[src/rtl/aes_slv_pkg.sv]
// Shared types and constants for the AES serial slave.
package aes_slv_pkg;

  localparam int unsigned BLOCK_BITS = 128;
  localparam int unsigned CNT_BITS   = 9;

  typedef enum logic [2:0] {
    IDLE,
    LOAD,
    WAIT,
    HOLD,
    SEND
  } slv_state_e;

  // Key width in bits for a key of nk 32-bit words.
  function automatic int unsigned key_bits(input int unsigned nk);
    return 32 * nk;
  endfunction

endpackage

[src/rtl/aes_slv_shreg.sv]
// Shift register: serial-in/parallel-out or parallel-load/serial-out, MSB first.
module aes_slv_shreg #(
  parameter int unsigned WIDTH = 128
) (
  input  logic             clk,
  input  logic             rst_n,
  input  logic             i_clr,
  input  logic             i_load,
  input  logic             i_shift,
  input  logic             i_sin,
  input  logic [WIDTH-1:0] i_pdata,
  output logic [WIDTH-1:0] o_pdata,
  output logic             o_sout
);

  logic [WIDTH-1:0] r_q;

  // Clear has priority over load, load over shift.
  always_ff @(posedge clk or negedge rst_n) begin
    if (!rst_n) begin
      r_q <= '0;
    end else if (i_clr) begin
      r_q <= '0;
    end else if (i_load) begin
      r_q <= i_pdata;
    end else if (i_shift) begin
      r_q <= {r_q[WIDTH-2:0], i_sin};
    end
  end

  assign o_pdata = r_q;
  assign o_sout  = r_q[WIDTH-1];

endmodule

[src/rtl/aes_serial_slave.sv]
// Serial front end for an AES core: shifts in block+key, runs the core,
// streams the 128-bit result back MSB first.
// Optional sticky protocol-error flag `err` when AES_SLV_ERR_EN is defined.
module aes_serial_slave
  import aes_slv_pkg::*;
#(
  parameter  int unsigned NK = 4,
  localparam int unsigned KB = key_bits(NK)
) (
  input  logic                  clk,
  input  logic                  rst,
  input  logic                  cs,
  input  logic                  miso,
  output logic                  mosi,
  output logic                  finished,
  output logic                  core_start,
  output logic [BLOCK_BITS-1:0] core_data,
  output logic [KB-1:0]         core_key,
  input  logic                  core_done,
  input  logic [BLOCK_BITS-1:0] core_result,
  output logic                  busy
`ifdef AES_SLV_ERR_EN
  ,
  output logic                  err
`endif
);

  localparam int unsigned         TOTAL    = BLOCK_BITS + KB;
  localparam int unsigned         OUT_W    = BLOCK_BITS + 1;
  localparam logic [CNT_BITS-1:0] LAST_IN  = CNT_BITS'(TOTAL - 1);
  localparam logic [CNT_BITS-1:0] LAST_OUT = CNT_BITS'(BLOCK_BITS - 1);

  slv_state_e          r_state;
  logic [CNT_BITS-1:0] r_cnt;
  logic                r_core_start;
  logic                r_finished;

  logic                w_in_shift;
  logic                w_in_clr;
  logic [TOTAL-1:0]    w_in_pdata;
  logic                w_in_sout;
  logic                w_out_load;
  logic                w_out_shift;
  logic [OUT_W-1:0]    w_out_pin;
  logic [OUT_W-1:0]    w_out_pdata;
  logic                w_out_sout;
  logic                w_unused;

`ifdef AES_SLV_ERR_EN
  logic r_err;
  logic r_cs_q;
  logic w_cs_rise_busy;

  assign w_cs_rise_busy = cs && !r_cs_q &&
                          (r_state == WAIT || r_state == HOLD || r_state == SEND);
  assign err = r_err;
`endif

  // Shift-register control derived from the current state and inputs.
  // The output register is one bit wider than the block: its top bit is the
  // mosi flop. Loading {0,result} keeps mosi low while holding; loading
  // {result,0} places bit 127 on mosi at once for the direct WAIT->SEND path.
  always_comb begin
    w_in_shift  = cs && (r_state == IDLE || r_state == LOAD);
    w_in_clr    = !cs && (r_state == LOAD);
    w_out_load  = (r_state == WAIT) && core_done;
    w_out_pin   = cs ? {1'b0, core_result} : {core_result, 1'b0};
    w_out_shift = ((r_state == HOLD) && !cs) || (r_state == SEND);
  end

  aes_slv_shreg #(.WIDTH(TOTAL)) u_in_shreg (
    .clk     (clk),
    .rst_n   (rst),
    .i_clr   (w_in_clr),
    .i_load  (1'b0),
    .i_shift (w_in_shift),
    .i_sin   (miso),
    .i_pdata ('0),
    .o_pdata (w_in_pdata),
    .o_sout  (w_in_sout)
  );

  aes_slv_shreg #(.WIDTH(OUT_W)) u_out_shreg (
    .clk     (clk),
    .rst_n   (rst),
    .i_clr   (1'b0),
    .i_load  (w_out_load),
    .i_shift (w_out_shift),
    .i_sin   (1'b0),
    .i_pdata (w_out_pin),
    .o_pdata (w_out_pdata),
    .o_sout  (w_out_sout)
  );

  assign w_unused = ^{w_in_sout, w_out_pdata};

  // Protocol FSM with bit counter and registered strobes.
  always_ff @(posedge clk or negedge rst) begin
    if (!rst) begin
      r_state      <= IDLE;
      r_cnt        <= '0;
      r_core_start <= 1'b0;
      r_finished   <= 1'b0;
`ifdef AES_SLV_ERR_EN
      r_err        <= 1'b0;
      r_cs_q       <= 1'b0;
`endif
    end else begin
      r_core_start <= 1'b0;
      r_finished   <= 1'b0;
`ifdef AES_SLV_ERR_EN
      r_cs_q       <= cs;
      if (w_cs_rise_busy) begin
        r_err <= 1'b1;
      end
`endif
      case (r_state)
        IDLE: begin
          if (cs) begin
            r_state <= LOAD;
            r_cnt   <= CNT_BITS'(1);
          end
        end
        LOAD: begin
          if (!cs) begin
            r_state <= IDLE;
            r_cnt   <= '0;
`ifdef AES_SLV_ERR_EN
            r_err   <= 1'b1;
`endif
          end else if (r_cnt == LAST_IN) begin
            r_state      <= WAIT;
            r_cnt        <= '0;
            r_core_start <= 1'b1;
          end else begin
            r_cnt <= r_cnt + 1'b1;
          end
        end
        WAIT: begin
          if (core_done) begin
            r_state <= cs ? HOLD : SEND;
            r_cnt   <= '0;
          end
        end
        HOLD: begin
          if (!cs) begin
            r_state <= SEND;
          end
        end
        SEND: begin
          if (r_cnt == LAST_OUT) begin
            r_state    <= IDLE;
            r_cnt      <= '0;
            r_finished <= 1'b1;
          end else begin
            r_cnt <= r_cnt + 1'b1;
          end
        end
        default: begin
          r_state <= IDLE;
          r_cnt   <= '0;
        end
      endcase
    end
  end

  assign mosi       = w_out_sout;
  assign finished   = r_finished;
  assign core_start = r_core_start;
  assign core_data  = w_in_pdata[TOTAL-1 -: BLOCK_BITS];
  assign core_key   = w_in_pdata[KB-1:0];
  assign busy       = (r_state != IDLE);

endmodule

[config.mk]
export PLATFORM = sky130hd
export DESIGN_NAME = aes_serial_slave
export DESIGN_NICKNAME = d
export VERILOG_FILES = /design/src/rtl/aes_slv_pkg.sv /design/src/rtl/aes_slv_shreg.sv /design/src/rtl/aes_serial_slave.sv
export SDC_FILE = /design/constraint.sdc
export NUM_CORES = 1
export LEC_CHECK = 0
export BUFFER_PORTS_ARGS = -buffer_cell sky130_fd_sc_hd__buf_2
export CAP_MARGIN = 20
export CORE_MARGIN = 8
export CORE_UTILIZATION = 30
export CTS_CLUSTER_SIZE = 40
export DETAILED_ROUTE_END_ITERATION = 8
export PLACE_DENSITY = 0.53
export SLEW_MARGIN = 5
export SYNTH_ARGS = -nofsm -noshare
export SYNTH_HDL_FRONTEND = slang
export SYNTH_HIERARCHICAL = 1
export SYNTH_SLANG_ARGS = --single-unit
[constraint.sdc]
create_clock -name clk -period 3.85 [get_ports clk]
set_input_delay 0.385 -clock clk [delete_from_list [all_inputs] [get_ports clk]]
set_output_delay 0.385 -clock clk [all_outputs]
set_load 0.02 [all_outputs]
==> results.toml <==
[pwr]
power-per-cell-area_nw_per_um2 = 431
p_leak_nw = 12.8
ir_drop_mv = 0.255

[floorplanning]
die_area_um2 = 87900
start_util_pct = 30.1
num_rows = 103
ios = 393
core_um2 = 78500
die_x_um = 296
die_h_um = 296

[worst_setup_path]
worst_path_max_delay_cell = "or4bb_1"
cp.required_ns = 4.32
crit_chain = "ha_1 -> and4_1 -> and3_1 -> ha_1 -> or4bb_1 -> a221oi_1 -> o21ai_0 -> o31ai_1"
timing.rr.start = "r_cnt[0]"
r2r_slack_ns = 1.42
startpoint_type = "flop"
critPathKind = "flop to flop"
cp_max_fo = 5
crit_arrival_ns = 2.90
slowest_delay_ns = 0.51
cp_top_family = "simple AND/OR/NAND/NOR gates"
ff2ff_path_depth = 8
cpMostUsedCell = "ha_1"
critPathLaunch = "r_cnt[0]"
crit_path_end_kind = "flop"
regToRegEndpoint = "r_cnt[6]"
cp.buffers_inverters = 0

[cts]
clk_pin_slew_ns = 0.06
cts.htree.levels = 2
cts_tree = "yes"
cts_setup_buffers = 0
clkLatencyLatePin_ns = 0.57
root_buffer = "clkbuf_16"
clock-sinks = 399
cts_max_path_buffers = 3
cts_buffers = 49

[detailed_routing]
vias = 16300
wl_per_cell_um = 16.9
vias_per_cell = 4.54
routed_wl_mm = 60.6
drc = 0
drtIter0Drc = 626
ant_nets = 0
firstDrtPassIters = 4

[sta]
rsz0062_at_grt = "no"
worst_clock_skew_ns = 0.0168
relSlewSlack_pct = 34.7
fmax_mhz = 411
hold_viol_final = 0
slew_viol_final = 0
setup_viol = 0
finalCriticalPeriod_ns = 2.43
worst_pin_slew_ns = 0.979
fin_crit_sh_pct = 63.2
tns_ns = 0

[cells_and_area]
antenna_cells = 0
final_util_pct = 36.3
drive_gt1_share_pct = 33.5
nets = 2640
ff_latch_area_um2 = 9980
multiInputGateArea_um2 = 13200
final_cell_area_um2 = 28500
stdcell_count = 3591
syn_to_final_growth_pct = 20.7
fill_cells = 7777

[grt]
grt_pass1_wl_mm = 96.3
grt_overflow = 0
grt_use_total_pct = 13.3
grt_pass1_vias = 17000
antenna_found_initial = 1
grt_max_degree = 257

[status]
run_status = "complete, no violations"

[yosys]
yosysWarnings = 6
syn_avg_cell_area_um2 = 12.1
syn-instance-count = 1951
netlist_area_um2 = 23600

[worst_hold_path]
hold_class = "input port to flop"
hold_end = "r_cnt[8]"
holdCritStartpoint = "cs"
holdPathStages = 3

[flow_run]
maxCapViolations = 0

[place]
gp_congestion = 0.780
dpl.cell_count = 3502
dp_hpwl_mm = 40.3
io_buffer_count = 392
detailed_place.area_um2 = 26900
[power breakdown]
group	switching [mW]	internal, mW	leakage [nW]
Combinational	1.74	1.08	7.00
Clock	1.83	2.64	0.760
Sequential	0.383	4.63	5.09
[stage by stage]
step	total power [mW]	worst slack, ns	hold slack (ns)
final	12.3	1.42	0.179
after global routing	13.0	1.20	0.145
after CTS	12.5	1.41	0.109
after detailed placement	7.90	1.41	0.502
after global placement	7.85	1.36	0.510
after floorplan	6.91	1.60	0.0894
[worst register-to-register path, cell delays in order (launching register included)]
cell	delay, ns
dfrtp_1	0.42
ha_1	0.26
and4_1	0.26
and3_1	0.22
ha_1	0.22
or4bb_1	0.51
a221oi_1	0.26
o21ai_0	0.11
o31ai_1	0.09
[sequential cells by signal (all words and copies together) (netlist names)]
| signal | count |
|---|---|
| u_in_shreg/o_pdata | 256 |
| u_out_shreg/o_pdata | 129 |
| r_cnt | 9 |
| r_state | 3 |
| core_start | 1 |
| finished | 1 |
[worst max-delay path by stage]
stage	endpoint	slack, ns	cells past startpoint
floorplan	r_cnt[6]	1.60	8
global placement	r_cnt[6]	1.36	8
detailed placement	r_cnt[6]	1.41	8
CTS	r_cnt[6]	1.41	8
global route	u_out_shreg/o_pdata[49]	1.20	5
finish	r_cnt[6]	1.42	8
[layout by cell type, fill, tap and decap left out, types with 4 or more instances in the layout]
master	n
a211oi_1	172
a211oi_2	213
buf_12	17
buf_2	390
buf_4	19
clkbuf_1	16
clkbuf_16	49
clkbuf_8	12
clkinv_2	6
conb_1	265
dfrtp_1	399
inv_1	4
mux2_2	127
mux2i_1	386
nand2_1	7
nand3_1	4
nor2_1	7
nor2b_1	387
o21ai_0	4
[layer usage]
layer	vias to the layer above	routed length, um	track usage (%)
met1	7945	27900	17.9
met2	312	27800	21.3
met4	2	1060	2.79
met5	-	9	0
met3	64	3810	3.72
li1	7974	-	-
[cell type report]
class                           count  area share, %
Inverter                            6         0.0878
Sequential cell                   399           35.0
Clock inverter                     11          0.329
Tap cell                         1050           4.61
Clock buffer                       77           5.09
Multi-Input combinational cell   1620           46.2
Timing Repair Buffer              428           8.63
[timing repair]
action / CTS / global route
hold buffers: 1 / 0
hold endpoints to repair: 84 / 0
gates resized for setup: 0 / 0
No activity file was read; power rests on OpenSTA's default activity.
